<file path="config.mk">
export PLATFORM = sky130hd
export DESIGN_NAME = exp_series_ctrl_flat
export DESIGN_NICKNAME = d
export VERILOG_FILES = /design/src/rtl/exp_series_ctrl_pkg.sv /design/src/rtl/exp_series_ctrl_if.sv /design/src/rtl/exp_series_ctrl_cnt.sv /design/src/rtl/exp_series_ctrl.sv /design/src/flat_wrapper.sv
export SDC_FILE = /design/constraint.sdc
export NUM_CORES = 1
export LEC_CHECK = 0
export BUFFER_PORTS_ARGS = -buffer_cell sky130_fd_sc_hd__buf_2
export CAP_MARGIN = 25
export CORE_AREA = 2 2 52 54
export CTS_BUF_LIST = sky130_fd_sc_hd__clkbuf_16
export DETAILED_ROUTE_END_ITERATION = 16
export DIE_AREA = 0 0 54 56
export GPL_TIMING_DRIVEN = 0
export PLACE_DENSITY = 0.69
export SLEW_MARGIN = 15
export SYNTH_ARGS = -nofsm -noshare
export SYNTH_HDL_FRONTEND = slang
export SYNTH_SLANG_ARGS = --single-unit
</file>
<file path="constraint.sdc">
create_clock -name clk -period 1.7 [get_ports clk]
set_input_delay 0.085 -clock clk [delete_from_list [all_inputs] [get_ports clk]]
set_output_delay 0.085 -clock clk [all_outputs]
set_load 0.05 [all_outputs]
</file>
<file path="src/rtl/exp_series_ctrl_pkg.sv">
`default_nettype none
// +--------------------------------------------------------------------------+
// | Package     : exp_ctrl_pkg                                               |
// | Description : Shared state encoding and default widths for the           |
// |               series-expansion (exp) controller.                         |
// | Options     : none (EXP_CTRL_ABORT_EN is consumed by the interface/top)  |
// | Revision    : 1.0 - initial release                                      |
// +--------------------------------------------------------------------------+
package exp_ctrl_pkg;

  localparam int DEF_CNT_W      = 4;
  localparam int DEF_SEL_W      = 1;
  localparam int DEF_MULT_STEPS = 2;

  // Fixed 3-bit state encoding; the host may observe these codes on a debug
  // tap, so the values are pinned rather than left to the synthesizer.
  localparam logic [2:0] ST_IDLE_ENC = 3'd0;
  localparam logic [2:0] ST_LOAD_ENC = 3'd1;
  localparam logic [2:0] ST_INIT_ENC = 3'd2;
  localparam logic [2:0] ST_MULT_ENC = 3'd3;
  localparam logic [2:0] ST_ADD_ENC  = 3'd4;
  localparam logic [2:0] ST_DONE_ENC = 3'd5;

  typedef enum logic [2:0] {
    ST_IDLE = ST_IDLE_ENC,
    ST_LOAD = ST_LOAD_ENC,
    ST_INIT = ST_INIT_ENC,
    ST_MULT = ST_MULT_ENC,
    ST_ADD  = ST_ADD_ENC,
    ST_DONE = ST_DONE_ENC
  } state_e;

endpackage
`default_nettype wire

</file>
<file path="src/rtl/exp_series_ctrl_if.sv">
`default_nettype none
// +--------------------------------------------------------------------------+
// | Interface   : exp_series_ctrl_if                                         |
// | Description : Host handshake plus datapath control strobes of the exp    |
// |               series controller.                                         |
// |   master : drives start, n_terms (and abort); observes everything else   |
// |   slave  : the controller; drives busy/done, zx/zt/zc, ldx, initt/initr, |
// |            ldt/ldr, enc, sel, term_idx (and aborted)                     |
// | Options     : EXP_CTRL_ABORT_EN adds abort (in) / aborted (out)          |
// | Revision    : 1.0 - initial release                                      |
// +--------------------------------------------------------------------------+
interface exp_series_ctrl_if
  import exp_ctrl_pkg::*;
#(
  parameter int CNT_W = DEF_CNT_W,
  parameter int SEL_W = DEF_SEL_W
) ();

  logic             start;
  logic [CNT_W-1:0] n_terms;
  logic             busy;
  logic             done;
  logic             zx;
  logic             zt;
  logic             zc;
  logic             ldx;
  logic             initt;
  logic             initr;
  logic             ldt;
  logic             ldr;
  logic             enc;
  logic [SEL_W-1:0] sel;
  logic [CNT_W-1:0] term_idx;
`ifdef EXP_CTRL_ABORT_EN
  logic             abort;
  logic             aborted;

  modport master (
    output start, n_terms, abort,
    input  busy, done, zx, zt, zc, ldx, initt, initr, ldt, ldr, enc, sel,
           term_idx, aborted
  );

  modport slave (
    input  start, n_terms, abort,
    output busy, done, zx, zt, zc, ldx, initt, initr, ldt, ldr, enc, sel,
           term_idx, aborted
  );
`else
  modport master (
    output start, n_terms,
    input  busy, done, zx, zt, zc, ldx, initt, initr, ldt, ldr, enc, sel,
           term_idx
  );

  modport slave (
    input  start, n_terms,
    output busy, done, zx, zt, zc, ldx, initt, initr, ldt, ldr, enc, sel,
           term_idx
  );
`endif

endinterface
`default_nettype wire

</file>
<file path="src/rtl/exp_series_ctrl_cnt.sv">
`default_nettype none
// +--------------------------------------------------------------------------+
// | Module      : exp_ctrl_cnt                                               |
// | Description : Term counter for the exp controller. Synchronous clear has |
// |               priority over increment; wraps modulo 2**CNT_W.            |
// |   clk     in  clock, rising edge                                         |
// |   rst     in  synchronous active-low reset                               |
// |   clr_i   in  clear to zero                                              |
// |   inc_i   in  increment                                                  |
// |   lim_i   in  number of terms of the current run                         |
// |   cnt_o   out current count                                              |
// |   last_o  out count equals lim_i-1 (last term in progress)               |
// | Revision    : 1.0 - initial release                                      |
// +--------------------------------------------------------------------------+
module exp_ctrl_cnt #(
  parameter int CNT_W = 4
) (
  input  wire logic             clk,
  input  wire logic             rst,
  input  wire logic             clr_i,
  input  wire logic             inc_i,
  input  wire logic [CNT_W-1:0] lim_i,
  output logic      [CNT_W-1:0] cnt_o,
  output logic                  last_o
);

  logic [CNT_W-1:0] cnt_q;

  always_ff @(posedge clk) begin
    if (!rst) begin
      cnt_q <= '0;
    end else if (clr_i) begin
      cnt_q <= '0;
    end else if (inc_i) begin
      cnt_q <= cnt_q + 1'b1;
    end
  end

  assign cnt_o  = cnt_q;
  // Only meaningful for lim_i >= 1; a zero-term run never reaches ADD.
  assign last_o = (cnt_q == (lim_i - 1'b1));

endmodule
`default_nettype wire

</file>
<file path="src/rtl/exp_series_ctrl.sv">
`default_nettype none
// +--------------------------------------------------------------------------+
// | Module      : exp_series_ctrl                                            |
// | Description : Moore FSM sequencing the exp series datapath: loads x,     |
// |               presets term/result, then per term runs MULT_STEPS         |
// |               multiply cycles followed by one accumulate cycle.          |
// |   clk      in  clock, rising edge                                        |
// |   rst      in  synchronous active-low reset                              |
// |   ctrl_if  slave modport of exp_series_ctrl_if (host + datapath strobes) |
// | Parameters  : CNT_W (term width), MULT_STEPS (>=1), SEL_W               |
// |               (2**SEL_W >= MULT_STEPS)                                   |
// | Options     : EXP_CTRL_ABORT_EN - abort input ends a run early          |
// | Revision    : 1.0 - initial release                                      |
// +--------------------------------------------------------------------------+
module exp_series_ctrl
  import exp_ctrl_pkg::*;
#(
  parameter int CNT_W      = DEF_CNT_W,
  parameter int MULT_STEPS = DEF_MULT_STEPS,
  parameter int SEL_W      = DEF_SEL_W
) (
  input  wire logic        clk,
  input  wire logic        rst,
  exp_series_ctrl_if.slave ctrl_if
);

  localparam logic [SEL_W-1:0] LAST_STEP = SEL_W'(MULT_STEPS - 1);

  state_e           state_q, state_d;
  logic [SEL_W-1:0] step_q, step_d;
  logic [CNT_W-1:0] n_q, n_d;
  // Set when start is still high as DONE exits; a new run needs start low first.
  logic             rearm_q, rearm_d;

  logic             busy_q, done_q, zx_q, zt_q, zc_q, ldx_q;
  logic             initt_q, initr_q, ldt_q, ldr_q, enc_q;
  logic [SEL_W-1:0] sel_q;

  logic             w_abort;
  logic             w_go_abort;
  logic             w_cnt_clr;
  logic             w_cnt_inc;
  logic             w_term_last;
  logic [CNT_W-1:0] w_term_cnt;

`ifdef EXP_CTRL_ABORT_EN
  logic             aborted_q;
  assign w_abort = ctrl_if.abort;
`else
  assign w_abort = 1'b0;
`endif

  // Abort only matters while the datapath is actually computing.
  assign w_go_abort = w_abort &&
                      ((state_q == ST_INIT) || (state_q == ST_MULT) ||
                       (state_q == ST_ADD));

  assign w_cnt_clr = (state_q == ST_INIT);
  assign w_cnt_inc = (state_q == ST_ADD) && !w_go_abort;

  exp_ctrl_cnt #(
    .CNT_W (CNT_W)
  ) u_term_cnt (
    .clk    (clk),
    .rst    (rst),
    .clr_i  (w_cnt_clr),
    .inc_i  (w_cnt_inc),
    .lim_i  (n_q),
    .cnt_o  (w_term_cnt),
    .last_o (w_term_last)
  );

  always_comb begin
    state_d = state_q;
    step_d  = step_q;
    n_d     = n_q;
    rearm_d = rearm_q;
    if (w_go_abort) begin
      state_d = ST_DONE;
      step_d  = '0;
    end else begin
      case (state_q)
        ST_IDLE: begin
          if (!ctrl_if.start) begin
            rearm_d = 1'b0;
          end else if (!rearm_q) begin
            state_d = ST_LOAD;
            n_d     = ctrl_if.n_terms;
          end
        end
        ST_LOAD: begin
          if (!ctrl_if.start) begin
            state_d = ST_INIT;
          end
        end
        ST_INIT: begin
          step_d  = '0;
          state_d = (n_q == '0) ? ST_DONE : ST_MULT;
        end
        ST_MULT: begin
          if (step_q == LAST_STEP) begin
            state_d = ST_ADD;
            step_d  = '0;
          end else begin
            step_d = step_q + 1'b1;
          end
        end
        ST_ADD: begin
          state_d = w_term_last ? ST_DONE : ST_MULT;
        end
        ST_DONE: begin
          state_d = ST_IDLE;
          rearm_d = ctrl_if.start;
        end
        default: begin
          state_d = ST_IDLE;
        end
      endcase
    end
  end

  // Outputs are decoded from the next state so they are registered yet line
  // up with the state they belong to.
  always_ff @(posedge clk) begin
    if (!rst) begin
      state_q   <= ST_IDLE;
      step_q    <= '0;
      n_q       <= '0;
      rearm_q   <= 1'b0;
      busy_q    <= 1'b0;
      done_q    <= 1'b0;
      zx_q      <= 1'b1;
      zt_q      <= 1'b1;
      zc_q      <= 1'b1;
      ldx_q     <= 1'b0;
      initt_q   <= 1'b0;
      initr_q   <= 1'b0;
      ldt_q     <= 1'b0;
      ldr_q     <= 1'b0;
      enc_q     <= 1'b0;
      sel_q     <= '0;
`ifdef EXP_CTRL_ABORT_EN
      aborted_q <= 1'b0;
`endif
    end else begin
      state_q   <= state_d;
      step_q    <= step_d;
      n_q       <= n_d;
      rearm_q   <= rearm_d;
      busy_q    <= (state_d != ST_IDLE);
      done_q    <= (state_d == ST_DONE);
      zx_q      <= (state_d == ST_IDLE);
      zt_q      <= (state_d == ST_IDLE);
      zc_q      <= (state_d == ST_IDLE);
      ldx_q     <= (state_d == ST_LOAD);
      initt_q   <= (state_d == ST_INIT);
      initr_q   <= (state_d == ST_INIT);
      ldt_q     <= (state_d == ST_MULT);
      ldr_q     <= (state_d == ST_ADD);
      enc_q     <= (state_d == ST_ADD);
      sel_q     <= (state_d == ST_MULT) ? step_d : '0;
`ifdef EXP_CTRL_ABORT_EN
      aborted_q <= w_go_abort;
`endif
    end
  end

  assign ctrl_if.busy     = busy_q;
  assign ctrl_if.done     = done_q;
  assign ctrl_if.zx       = zx_q;
  assign ctrl_if.zt       = zt_q;
  assign ctrl_if.zc       = zc_q;
  assign ctrl_if.ldx      = ldx_q;
  assign ctrl_if.initt    = initt_q;
  assign ctrl_if.initr    = initr_q;
  assign ctrl_if.ldt      = ldt_q;
  // An abort seen during ADD must not commit the accumulate or the count.
  assign ctrl_if.ldr      = ldr_q & ~w_go_abort;
  assign ctrl_if.enc      = enc_q & ~w_go_abort;
  assign ctrl_if.sel      = sel_q;
  assign ctrl_if.term_idx = w_term_cnt;
`ifdef EXP_CTRL_ABORT_EN
  assign ctrl_if.aborted  = aborted_q;
`endif

endmodule
`default_nettype wire

</file>
<file path="src/flat_wrapper.sv">
// flat-port wrapper written by rule: the top's interface ports become plain ports
module exp_series_ctrl_flat import exp_ctrl_pkg::*;
#(
  parameter int CNT_W      = DEF_CNT_W,
  parameter int MULT_STEPS = DEF_MULT_STEPS,
  parameter int SEL_W      = DEF_SEL_W
)
  (clk, rst, ctrl_if_start, ctrl_if_n_terms, ctrl_if_busy, ctrl_if_done, ctrl_if_zx, ctrl_if_zt, ctrl_if_zc, ctrl_if_ldx, ctrl_if_initt, ctrl_if_initr, ctrl_if_ldt, ctrl_if_ldr, ctrl_if_enc, ctrl_if_sel, ctrl_if_term_idx);
  exp_series_ctrl_if #(.CNT_W(CNT_W), .SEL_W(SEL_W)) ctrl_if_i ();
  input  wire logic clk;
  input  wire logic rst;
  input wire logic [$bits(ctrl_if_i.start)-1:0] ctrl_if_start;
  input wire logic [$bits(ctrl_if_i.n_terms)-1:0] ctrl_if_n_terms;
  output wire logic [$bits(ctrl_if_i.busy)-1:0] ctrl_if_busy;
  output wire logic [$bits(ctrl_if_i.done)-1:0] ctrl_if_done;
  output wire logic [$bits(ctrl_if_i.zx)-1:0] ctrl_if_zx;
  output wire logic [$bits(ctrl_if_i.zt)-1:0] ctrl_if_zt;
  output wire logic [$bits(ctrl_if_i.zc)-1:0] ctrl_if_zc;
  output wire logic [$bits(ctrl_if_i.ldx)-1:0] ctrl_if_ldx;
  output wire logic [$bits(ctrl_if_i.initt)-1:0] ctrl_if_initt;
  output wire logic [$bits(ctrl_if_i.initr)-1:0] ctrl_if_initr;
  output wire logic [$bits(ctrl_if_i.ldt)-1:0] ctrl_if_ldt;
  output wire logic [$bits(ctrl_if_i.ldr)-1:0] ctrl_if_ldr;
  output wire logic [$bits(ctrl_if_i.enc)-1:0] ctrl_if_enc;
  output wire logic [$bits(ctrl_if_i.sel)-1:0] ctrl_if_sel;
  output wire logic [$bits(ctrl_if_i.term_idx)-1:0] ctrl_if_term_idx;
  assign ctrl_if_i.start = ctrl_if_start;
  assign ctrl_if_i.n_terms = ctrl_if_n_terms;
  assign ctrl_if_busy = ctrl_if_i.busy;
  assign ctrl_if_done = ctrl_if_i.done;
  assign ctrl_if_zx = ctrl_if_i.zx;
  assign ctrl_if_zt = ctrl_if_i.zt;
  assign ctrl_if_zc = ctrl_if_i.zc;
  assign ctrl_if_ldx = ctrl_if_i.ldx;
  assign ctrl_if_initt = ctrl_if_i.initt;
  assign ctrl_if_initr = ctrl_if_i.initr;
  assign ctrl_if_ldt = ctrl_if_i.ldt;
  assign ctrl_if_ldr = ctrl_if_i.ldr;
  assign ctrl_if_enc = ctrl_if_i.enc;
  assign ctrl_if_sel = ctrl_if_i.sel;
  assign ctrl_if_term_idx = ctrl_if_i.term_idx;
  exp_series_ctrl #(.CNT_W(CNT_W), .MULT_STEPS(MULT_STEPS), .SEL_W(SEL_W)) u_core (.clk(clk), .rst(rst), .ctrl_if(ctrl_if_i));
endmodule
</file>
==> flow_summary_export.csv, run 1 <==
group,metric,value,unit
outcome,outcome,"completed",
sta,timing.fmax,607,MHz
sta,rsz0062_at_grt,"false",
worst_setup_path,worst-setup-path-type,"reg -> reg",
floorplanning,start_util,45.7,%
synth,synthFlopType,"dfxtp_1",
sta,worst_slack,0.0538,ns
hold_path,hold_path.class,"in -> reg",
detailed_routing,ant_nets,0,
power_and_ir_drop,vdd_drop_max,0.00123,V
global_routing,grt_max_degree,13,
detailed_routing,drcViolationCount,0,
sta,setup_viol_count_final,0,
worst_setup_path,cp-end-kind,"register",
clocking,cts_sinks,21,
worst_setup_path,crit_arrival,1.79,ns
finish,final_cell_mix,"24 x buf_2, 19 x dfxtp_1, 11 x nor2_1",
power_and_ir_drop,total_power,0.00126,W
synth,synth_cell_types,44,
worst_setup_path,crit_fanout,4,
finish,fillers,233,
sta,finalCriticalPeriod,1.65,ns
detailed_routing,post_drt_wl_per_cell,12.7,microns
clocking,numCtsBuffers,3,
clocking,ctsLongestPathBuffers,2,
sta,slew_headroom,68.3,%
finish,mostFrequentLayoutCell,"buf_2",
detailed_routing,vias,979,
clocking,clkTransAtPathRegs,0.06,ns
placement,dp_slack,0.0445,ns
synth,synthCells,125,
sta,final-hold-violation-count,0,
sta,maxSlewViolCount,0,
worst_setup_path,crit_path_start_kind,"register",
floorplanning,num_io_pins,23,
synth,postSynth.asyncResetShare,0,%
global_routing,grtUsageTotal,17.9,%
global_routing,grt_pass1_wl,4170,microns
placement,gp_congestion,0.773,
sta,tightest_slew,0.472,ns
synth,ys_seq_area_share,37.8,%
global_routing,antenna_found_initial,0,
clocking,cts.htree.levels,1,
detailed_routing,firstDrtPassIters,6,
detailed_routing,vias_per_cell,5.41,
synth,syn_area,1110,sq um
floorplanning,die_x,54,microns
sta,min_period_over_period,96.8,%
floorplanning,chipHeight,56,microns
sta,skew,0.00175,ns
synth,synth_nets,134,
clocking,cts_tree,"yes",
finish,antennaDiodeCount,0,
detailed_routing,dr.first_iter.drc_count,14,
global_routing,first_global_vias,972,
finish,drive_gt1_share,29.1,%
power_and_ir_drop,p_leak,0.607,nW
clocking,cts_root_buffer,"clkbuf_16",
synth,avgSynthCellArea,8.90,sq um
sta,setup_tns,0,ns
floorplanning,row_count,18,
placement,dp_hpwl,1710,microns
power_and_ir_drop,p_per_area,935,nW/um^2
clocking,clk-insertion-delay-late,0.25,ns
detailed_routing,totalWireLength,2300,microns
worst_setup_path,required,1.84,ns
global_routing,gr-total-overflow,0,
placement,io_buffers,22,
finish,area_growth,21.3,%
worst_setup_path,reg2reg_slack,0.05,ns
flow_run,drv_cap,0,
synth,synth_edf_count,0,
synth,ys_seq_elements,21,
synth,yosysWarningCount,0,
floorplanning,design.die.area,3020,sq um
floorplanning,core_area,2430,sq um
finish,num-nets-final,161,
## timing repair
| item | CTS | global route |
|---|---|---|
| hold endpoints to repair | 0 | 0 |
| hold buffers | 0 | 0 |
| gates resized for setup | 0 | 4 |
| buffers inserted | 0 | 0 |
| endpoints found under the setup margin | 0 | 2 |
## power breakdown
part / leakage (nW) / internal, W / switching [W]
Clock: 0.0409 / 0.000315 / 0.000173
Combinational: 0.394 / 0.0000933 / 0.000151
Sequential: 0.172 / 0.000515 / 0.0000146
## worst max-delay path, stage by stage, from the launching register on
cell	delay (ns)
dfxtp_2	0.34
inv_1	0.07
ha_2	0.19
or4b_4	0.46
a21oi_2	0.20
a31oi_4	0.06
and4bb_1	0.23
## layout make-up
cell class	count	area [sq um]	share of cell area, %
multi-input combinational	86	602	44.6
tap	30	37.5	2.78
clock inverter	1	5.00	0.371
buffer	10	66.3	4.92
inverter	8	30.0	2.23
sequential	21	423	31.4
timing repair buffer	22	110	8.16
clock buffer	3	75.1	5.57
## synthesized netlist by cell type (all sizes together), types with 2 or more instances
master / number / area share [%]
ha: 2 / 2.2
and4bb: 2 / 2.2
buf: 8 / 5.3
nand2b: 4 / 2.2
mux2i: 4 / 3.6
inv: 8 / 2.7
o21ai: 8 / 3.6
xor2: 3 / 2.4
and3: 3 / 2.1
xnor2: 2 / 1.6
nor2: 11 / 3.7
nand2: 4 / 1.3
clkbuf: 2 / 0.68
a21oi: 11 / 5.3
nor2b: 3 / 1.7
dfxtp: 21 / 38
nor3: 3 / 1.3
nand3: 4 / 1.8
and2: 3 / 1.7
nor3b: 2 / 1.8
## per-stage QoR
step	std cells	util, %	hold WS [ns]	cell area [sq um]
floorplan	125	-	0.207	1110
global placement	177	51.9	0.318	1260
detailed placement	177	51.9	0.324	1260
CTS	181	55.1	0.0661	1340
global route	181	55.5	0.0952	1350
finish	181	55.5	0.0668	1350
## metal layers
| layer | part of all wire (%) | global-route usage [%] | up-vias |
|---|---|---|---|
| met4 | 0.43 | 2.86 | 0 |
| li1 | - | - | 488 |
| met1 | 43 | 21.5 | 455 |
| met5 | 0 | 0 | - |
| met2 | 51 | 31.4 | 34 |
| met3 | 5.7 | 5.11 | 2 |
## final timing paths
check	start	to	cells past startpoint
setup / recovery	u_core.n_q[0]	u_core.ctrl_if.ldx	6
hold reg to reg	u_core.n_q[1]	u_core.n_q[1]	2
hold / removal	ctrl_if_n_terms[1]	u_core.n_q[1]	3
setup reg to reg	u_core.n_q[0]	u_core.ctrl_if.ldx	6
## cells by family after synthesis
kind of cell	synth area share, %
buffers and inverters	8.66
AND/OR/NAND/NOR	25.3
XOR/XNOR	5.96
multiplexers	3.60
adder cells (fa/ha/maj)	2.25
flip-flops	37.8
AO/OA/AOI/OAI	16.4
(Power assumes the default switching activity.)
==> run 2, diff against run 1 <==
--- a/config.mk
+++ b/config.mk
@@ -5,14 +5,15 @@
 export SDC_FILE = /design/constraint.sdc
 export NUM_CORES = 1
 export LEC_CHECK = 0
+export ABC_AREA = 1
 export BUFFER_PORTS_ARGS = -buffer_cell sky130_fd_sc_hd__buf_2
-export CAP_MARGIN = 25
-export CORE_AREA = 2 2 52 54
+export CAP_MARGIN = 20
+export CORE_AREA = 2 2 50 52
 export CTS_BUF_LIST = sky130_fd_sc_hd__clkbuf_16
 export DETAILED_ROUTE_END_ITERATION = 16
-export DIE_AREA = 0 0 54 56
+export DIE_AREA = 0 0 52 54
 export GPL_TIMING_DRIVEN = 0
-export PLACE_DENSITY = 0.69
+export PLACE_DENSITY = 0.7
 export SLEW_MARGIN = 15
 export SYNTH_ARGS = -nofsm -noshare
 export SYNTH_HDL_FRONTEND = slang
==> flow_summary_export.csv, run 2 <==
group,metric,value,unit
outcome,outcome,"completed",
sta,skew,0.00167,ns
finish,fillers,222,
synth,yosysTopAreaCell,"dfxtp_1",
finish,area_growth,23.5,%
synth,synth_nets,154,
synth,synthTopCellsByArea,"dfxtp_1 41%, nand2_1 13%, inv_1 6.5%",
hold_path,hold_path.class,"in -> reg",
sta,setup_tns,0,ns
finish,antennaDiodeCount,0,
finish,final_cell_mix,"33 x nand2_1, 21 x buf_2, 20 x dfxtp_1",
global_routing,gr-total-overflow,0,
finish,regArea,422,sq um
sta,slew_headroom,81.9,%
detailed_routing,drcViolationCount,0,
clocking,cts_sinks,21,
finish,mostFrequentLayoutCell,"nand2_1",
synth,synthCells,145,
sta,finalCriticalPeriod,1.51,ns
detailed_routing,totalWireLength,2010,microns
detailed_routing,post_drt_wl_per_cell,10.0,microns
sta,worst_slack,0.187,ns
worst_setup_path,worst-setup-path-type,"reg -> reg",
sta,setup_viol_count_final,0,
power_and_ir_drop,power.share.switching,34.3,%
synth,avgSynthCellArea,7.12,sq um
global_routing,met3_usage,3.61,%
synth,synth_top_area_share,40.7,%
global_routing,met2_usage,27.4,%
placement,io_buffers,21,
clocking,ctsLongestPathBuffers,2,
floorplanning,num_io_pins,23,
power_and_ir_drop,combPwrFrac,30.4,%
placement,dp_slack,0.104,ns
synth,ys_seq_area_share,40.7,%
global_routing,first_global_vias,844,
power_and_ir_drop,p_leak,0.636,nW
synth,synthFlopType,"dfxtp_1",
power_and_ir_drop,p_clk_share,31.7,%
power_and_ir_drop,p_per_area,1180,nW/um^2
synth,synthTopCellsByCount,"35 x nand2_1, 21 x dfxtp_1, 18 x inv_1",
detailed_routing,firstDrtPassIters,4,
clocking,clkTransAtPathRegs,0.05,ns
synth,syn_area,1030,sq um
global_routing,grt_pass1_wl,3350,microns
global_routing,busiest_layer,"met2",
global_routing,grt_max_degree,12,
clocking,cts_root_buffer,"clkbuf_16",
detailed_routing,dr.first_iter.drc_count,7,
power_and_ir_drop,p_int,0.000990,W
floorplanning,core_area,2320,sq um
synth,synth_edf_count,0,
worst_setup_path,crit_arrival,1.66,ns
clocking,clk-insertion-delay-late,0.25,ns
worst_setup_path,reg2reg_slack,0.19,ns
detailed_routing,vias,980,
floorplanning,die_x,52,microns
finish,multi_input_area,497,sq um
detailed_routing,vias_per_cell,4.88,
sta,maxSlewViolCount,0,
detailed_routing,ant_nets,0,
power_and_ir_drop,p_seq_share,37.9,%
worst_setup_path,reg2reg_from,"u_core.n_q[0]",
finish,num-nets-final,181,
global_routing,met1_usage,18.8,%
finish,drive_gt1_share,29.2,%
worst_setup_path,cp-end-kind,"register",
placement,gp_congestion,0.883,
synth,synth.most_common_cell,"nand2_1",
sta,timing.fmax,661,MHz
power_and_ir_drop,vdd_drop_max,0.000846,V
synth,ys_seq_elements,21,
placement,dp_hpwl,1560,microns
flow_run,drv_cap,0,
clocking,cts.htree.levels,1,
worst_setup_path,crit_fanout,4,
clocking,numCtsBuffers,3,
sta,rsz0062_at_grt,"false",
synth,synth_cell_types,22,
synth,yosysWarningCount,0,
floorplanning,design.die.area,2810,sq um
worst_setup_path,reg2reg_depth,11,
sta,final-hold-violation-count,0,
clocking,hold_buffers,0,
global_routing,antenna_found_initial,0,
clocking,cts_tree,"yes",
floorplanning,row_count,18,
worst_setup_path,setup.worst_path.start,"u_core.n_q[0]",
worst_setup_path,crit_path_start_kind,"register",
worst_setup_path,reg2reg_to,"u_core.ctrl_if.busy",
sta,min_period_over_period,89.0,%
floorplanning,chipHeight,54,microns
worst_setup_path,worstSetupEndpoint,"u_core.ctrl_if.busy",
worst_setup_path,required,1.85,ns
sta,tightest_slew,0.270,ns
power_and_ir_drop,power_switching,0.000517,W
floorplanning,start_util,44.5,%
synth,postSynth.asyncResetShare,0,%
global_routing,grtUsageTotal,16.2,%
==> run 2: timing repair <==
action,in CTS,in global routing
setup endpoints to repair,0,7
resized for setup,0,5
buffers inserted,0,1
endpoints found under the hold margin,0,0
==> run 2: cells by family after synthesis <==
| kind of cell | synth area share (%) |
|---|---|
| DFF | 40.7 |
| and+or+nand+nor | 36.0 |
| buffers and inverters | 12.4 |
| adders and majority gates | 2.42 |
| AOI/OAI and AO/OA | 8.48 |
==> run 2: final cells by class <==
| class | count | area share (%) |
|---|---|---|
| multi-input combinational | 95 | 39.0 |
| sequential | 21 | 33.1 |
| timing repair buffer | 22 | 8.83 |
| inverter | 24 | 7.07 |
| clock buffer | 3 | 5.89 |
| buffer | 5 | 2.94 |
| tap | 30 | 2.94 |
| clock inverter | 1 | 0.294 |
==> run 2: how the worst min path moves through the flow <==
stage,startpoint,end,cells past startpoint
3_3_place_gp,rst,u_core.ctrl_if.zx,2
5_1_grt,rst,u_core.ctrl_if.zx,2
2_1_floorplan,ctrl_if_n_terms[1],u_core.n_q[1],2
4_1_cts,rst,u_core.ctrl_if.zx,2
3_5_place_dp,rst,u_core.ctrl_if.zx,2
6_report,rst,u_core.ctrl_if.zx,2
==> run 2: stage by stage <==
step	utilization (%)	hold slack [ns]	std cells	total power, W	instance area [sq um]
floorplan	-	0.276	145	0.000945	1030
detailed placement	50.6	0.351	196	0.00103	1170
finish	55.0	0.0917	201	0.00151	1270
CTS	54.0	0.0895	200	0.00151	1250
global placement	50.6	0.343	196	0.00102	1170
global route	55.0	0.102	201	0.00160	1270
==> run 2: routing by layer <==
metal / vias up / part of all wire [%] / wire, microns
met5: - / 0 / 0
met4: 0 / 2.5 / 51
met3: 7 / 6.7 / 134
met2: 31 / 48 / 974
met1: 433 / 42 / 849
li1: 509 / - / -
==> run 2: critical path, stage by stage (launching register included) <==
cell and delay, ns:
dfxtp_2 0.34, inv_1 0.08, ha_1 0.31, inv_1 0.04, nand2_1 0.05, nand2_1 0.05, nor2_2 0.09, nand3_1 0.11
nand2_1 0.09, nand3_2 0.10, nand2_2 0.10, nand2_1 0.05
==> run 2: power groups by stage <==
stage | Combinational, W | Clock (W) | Sequential (W)
final | 0.000459 | 0.000477 | 0.000571
after global routing | 0.000511 | 0.000518 | 0.000576
after floorplan | 0.000293 | 0 | 0.000652
after detailed placement | 0.000449 | 0 | 0.000580
after global placement | 0.000441 | 0 | 0.000578
after CTS | 0.000451 | 0.000485 | 0.000570
==> run 3, diff against run 2 <==
--- a/config.mk
+++ b/config.mk
@@ -8,13 +8,14 @@
 export ABC_AREA = 1
 export BUFFER_PORTS_ARGS = -buffer_cell sky130_fd_sc_hd__buf_2
 export CAP_MARGIN = 20
-export CORE_AREA = 2 2 50 52
+export CORE_AREA = 2 2 51 53
 export CTS_BUF_LIST = sky130_fd_sc_hd__clkbuf_16
 export DETAILED_ROUTE_END_ITERATION = 16
-export DIE_AREA = 0 0 52 54
+export DIE_AREA = 0 0 53 55
 export GPL_TIMING_DRIVEN = 0
-export PLACE_DENSITY = 0.7
+export PLACE_DENSITY = 0.69
 export SLEW_MARGIN = 15
 export SYNTH_ARGS = -nofsm -noshare
 export SYNTH_HDL_FRONTEND = slang
+export SYNTH_HIERARCHICAL = 1
 export SYNTH_SLANG_ARGS = --single-unit
==> flow_summary_export.csv, run 3 <==
group,metric,value,unit
global_routing,antenna_found_initial,0,
flow_run,drv_cap,0,
worst_setup_path,cp_cell_sequence,"inv_4 -> ha_4 -> inv_2 -> nand2_1 -> nand2_1 -> nor2_1 -> nand3_1 -> nor2_2 -> inv_1 -> nand3_2 -> nand2_2 -> nor2_4 -> nor2_2 -> inv_1 -> nand2_1",
placement,dp_hpwl,1670,microns
placement,io_buffers,22,
sta,skew,0.00373,ns
sta,rsz0062_at_grt,"true",
clocking,cts_tree,"yes",
synth,synthAdderAreaFrac,2.34,%
floorplanning,row_count,18,
worst_setup_path,cp-end-kind,"register",
worst_setup_path,cp_common_cell,"nand2_1",
finish,stdcell_count,222,
synth,synth_top_family_by_area,"simple AND/OR/NAND/NOR gates",
clocking,cts_root_buffer,"clkbuf_16",
synth,yosysWarningCount,6,
detailed_routing,drcViolationCount,0,
synth,synth_nets,172,
worst_setup_path,crit_path_max_incr_delay,0.36,ns
floorplanning,design.die.area,2920,sq um
synth,synth_cell_types,18,
synth,synth_compound_area_share,6.79,%
floorplanning,die_x,53,microns
power_and_ir_drop,p_per_area,1170,nW/um^2
power_and_ir_drop,p_leak,0.717,nW
detailed_routing,dr.first_iter.drc_count,25,
hold_path,min_from,"ctrl_if_n_terms[3]",
synth,synth_edf_count,0,
global_routing,grt_max_degree,13,
worst_setup_path,required,1.85,ns
clocking,cts.htree.levels,1,
sta,maxSlewViolCount,0,
sta,min_period_over_period,95.9,%
synth,avgSynthCellArea,6.56,sq um
synth,synth.most_common_cell,"nand2_1",
finish,num-nets-final,202,
synth,synthSimpleGateAreaFrac,38.9,%
finish,final_cell_mix,"39 x nand2_1, 29 x nor2_1, 22 x buf_2, 22 x inv_1, 18 x dfxtp_1",
finish,finish.instance_area,1360,sq um
synth,synthMuxAreaShare,0,%
synth,synthTopCellsByCount,"40 x nand2_1, 30 x nor2_1, 24 x inv_1",
synth,synthTopCellsByArea,"dfxtp_1 39%, nand2_1 14%, nor2_1 11%",
sta,slew_headroom,81.4,%
synth,ys_seq_elements,21,
worst_setup_path,crit_family,"simple AND/OR/NAND/NOR gates",
finish,antennaDiodeCount,0,
worst_setup_path,crit_path_start_kind,"register",
detailed_routing,post_drt_wl_per_cell,10.2,microns
clocking,cts_sinks,21,
finish,drive_gt1_share,28.1,%
sta,final-hold-violation-count,0,
clocking,clk-insertion-delay-late,0.25,ns
global_routing,grt_pass1_wl,3770,microns
power_and_ir_drop,vdd_drop_max,0.000893,V
clocking,ctsLongestPathBuffers,2,
sta,setup_viol_count_final,0,
worst_setup_path,reg2reg_from,"u_core/n_q[0]",
sta,setup_tns,0,ns
global_routing,gr-total-overflow,0,
detailed_routing,vias_per_cell,4.67,
placement,gp_congestion,0.862,
worst_setup_path,crit_fanout,3,
worst_setup_path,critPathBufInv,4,
detailed_routing,ant_nets,0,
synth,synth_top_area_share,39.3,%
floorplanning,start_util,45.2,%
placement,place_area,1220,sq um
clocking,hold_buffers,0,
sta,finalCriticalPeriod,1.63,ns
synth,synthCells,163,
synth,ys_seq_area_share,39.3,%
synth,yosysTopAreaCell,"dfxtp_1",
sta,timing.fmax,614,MHz
sta,whs,0.0573,ns
worst_setup_path,worst-setup-path-type,"reg -> reg",
clocking,numCtsBuffers,3,
finish,mostFrequentLayoutCell,"nand2_1",
floorplanning,num_io_pins,23,
synth,synthFlopType,"dfxtp_1",
detailed_routing,vias,1036,
worst_setup_path,crit_arrival,1.78,ns
clocking,clkTransAtPathRegs,0.06,ns
global_routing,first_global_vias,898,
placement,dpl.cell_count,215,
synth,syn_area,1070,sq um
synth,synth_xor_area_share,0,%
detailed_routing,firstDrtPassIters,4,
outcome,outcome,"completed",
worst_setup_path,setup.worst_path.start,"u_core/n_q[0]",
floorplanning,core_area,2360,sq um
detailed_routing,totalWireLength,2260,microns
floorplanning,chipHeight,55,microns
finish,area_growth,26.8,%
synth,postSynth.asyncResetShare,0,%
sta,tightest_slew,0.279,ns
global_routing,grtUsageTotal,17.7,%
hold_path,hold_path.class,"in -> reg",
worst_setup_path,cpMaxStageDelayCell,"dfxtp_4",
[run 3: cell count changes in the layout (fill, tap and decap cells not counted), sizes merged, moves of 2 or more]
cell | previous run | this run
nor2 | 19 | 36
o21ai | 5 | 8
nand2 | 38 | 41
buf | 27 | 30
nand3 | 11 | 13
a21oi | 8 | 5
nor4 | 2 | 0
[run 3: cell families after synthesis]
family | count (synthesis)
buffers and inverters | 31
adder cells (fa/ha/maj) | 2
AND/OR/NAND/NOR | 95
flip-flops | 21
AO/OA/AOI/OAI | 14
[run 3: worst reg2reg max path, delay by kind of cell, from the launching register on]
kind                     cells  cell delay, ns
adder cells (fa/ha/maj)      1            0.25
flip-flops                   1            0.36
buffers and inverters        4            0.18
AND/OR/NAND/NOR             10            0.74
[run 3: repair_timing]
| item | 4_1_cts | 5_1_grt |
|---|---|---|
| gates cloned | 0 | 0 |
| hold endpoints to repair | 0 | 0 |
| setup endpoints to repair | 6 | 7 |
| setup buffers | 2 | 1 |
| pin swaps | 2 | 6 |
| gates resized for setup | 5 | 6 |
[run 3: path summary, 6_finish.rpt]
check / to / cells after the start / slack, ns
setup / recovery: u_core/ctrl_if.busy / 15 / 0.07
hold reg to reg: u_core/rearm_q / 2 / 0.51
hold / removal: u_core/n_q[3] / 3 / 0.06
setup reg to reg: u_core/ctrl_if.busy / 15 / 0.07
[run 3: where the power goes]
group	total [W]	leakage, nW	switching (W)	internal (W)
Clock	0.000498	0.0409	0.000182	0.000316
Combinational	0.000498	0.503	0.000338	0.000160
Sequential	0.000583	0.173	0.0000414	0.000541
Total	0.00158	0.717	0.000562	0.00102
[run 3: final cells by class]
| cell class | count | area, sq um |
|---|---|---|
| fill | 239 | 1010 |
| multi-input combinational | 111 | 541 |
| sequential | 21 | 427 |
| inverter | 26 | 100 |
| timing repair buffer | 25 | 133 |
| tap | 30 | 37.5 |
| clock inverter | 1 | 5.00 |
| clock buffer | 3 | 75.1 |
| buffer | 5 | 37.5 |
[run 3: routing by layer]
layer | wire length (microns) | global-route usage [%] | vias up
met5 | 0 | 0 | -
met4 | 10 | 7.69 | 0
met3 | 79 | 2.42 | 2
met2 | 1100 | 31.3 | 19
met1 | 1070 | 21.7 | 458
li1 | - | - | 557
[run 3: stage by stage]
| stage | power, W | util (%) | setup WS, ns |
|---|---|---|---|
| 2_1_floorplan | 0.000954 | - | 0.0109 |
| 3_3_place_gp | 0.00104 | 51.5 | -0.100 |
| 3_5_place_dp | 0.00105 | 51.5 | -0.110 |
| 4_1_cts | 0.00157 | 56.5 | 0.0128 |
| 5_1_grt | 0.00168 | 57.3 | -0.0979 |
| 6_report | 0.00158 | 57.3 | 0.0701 |
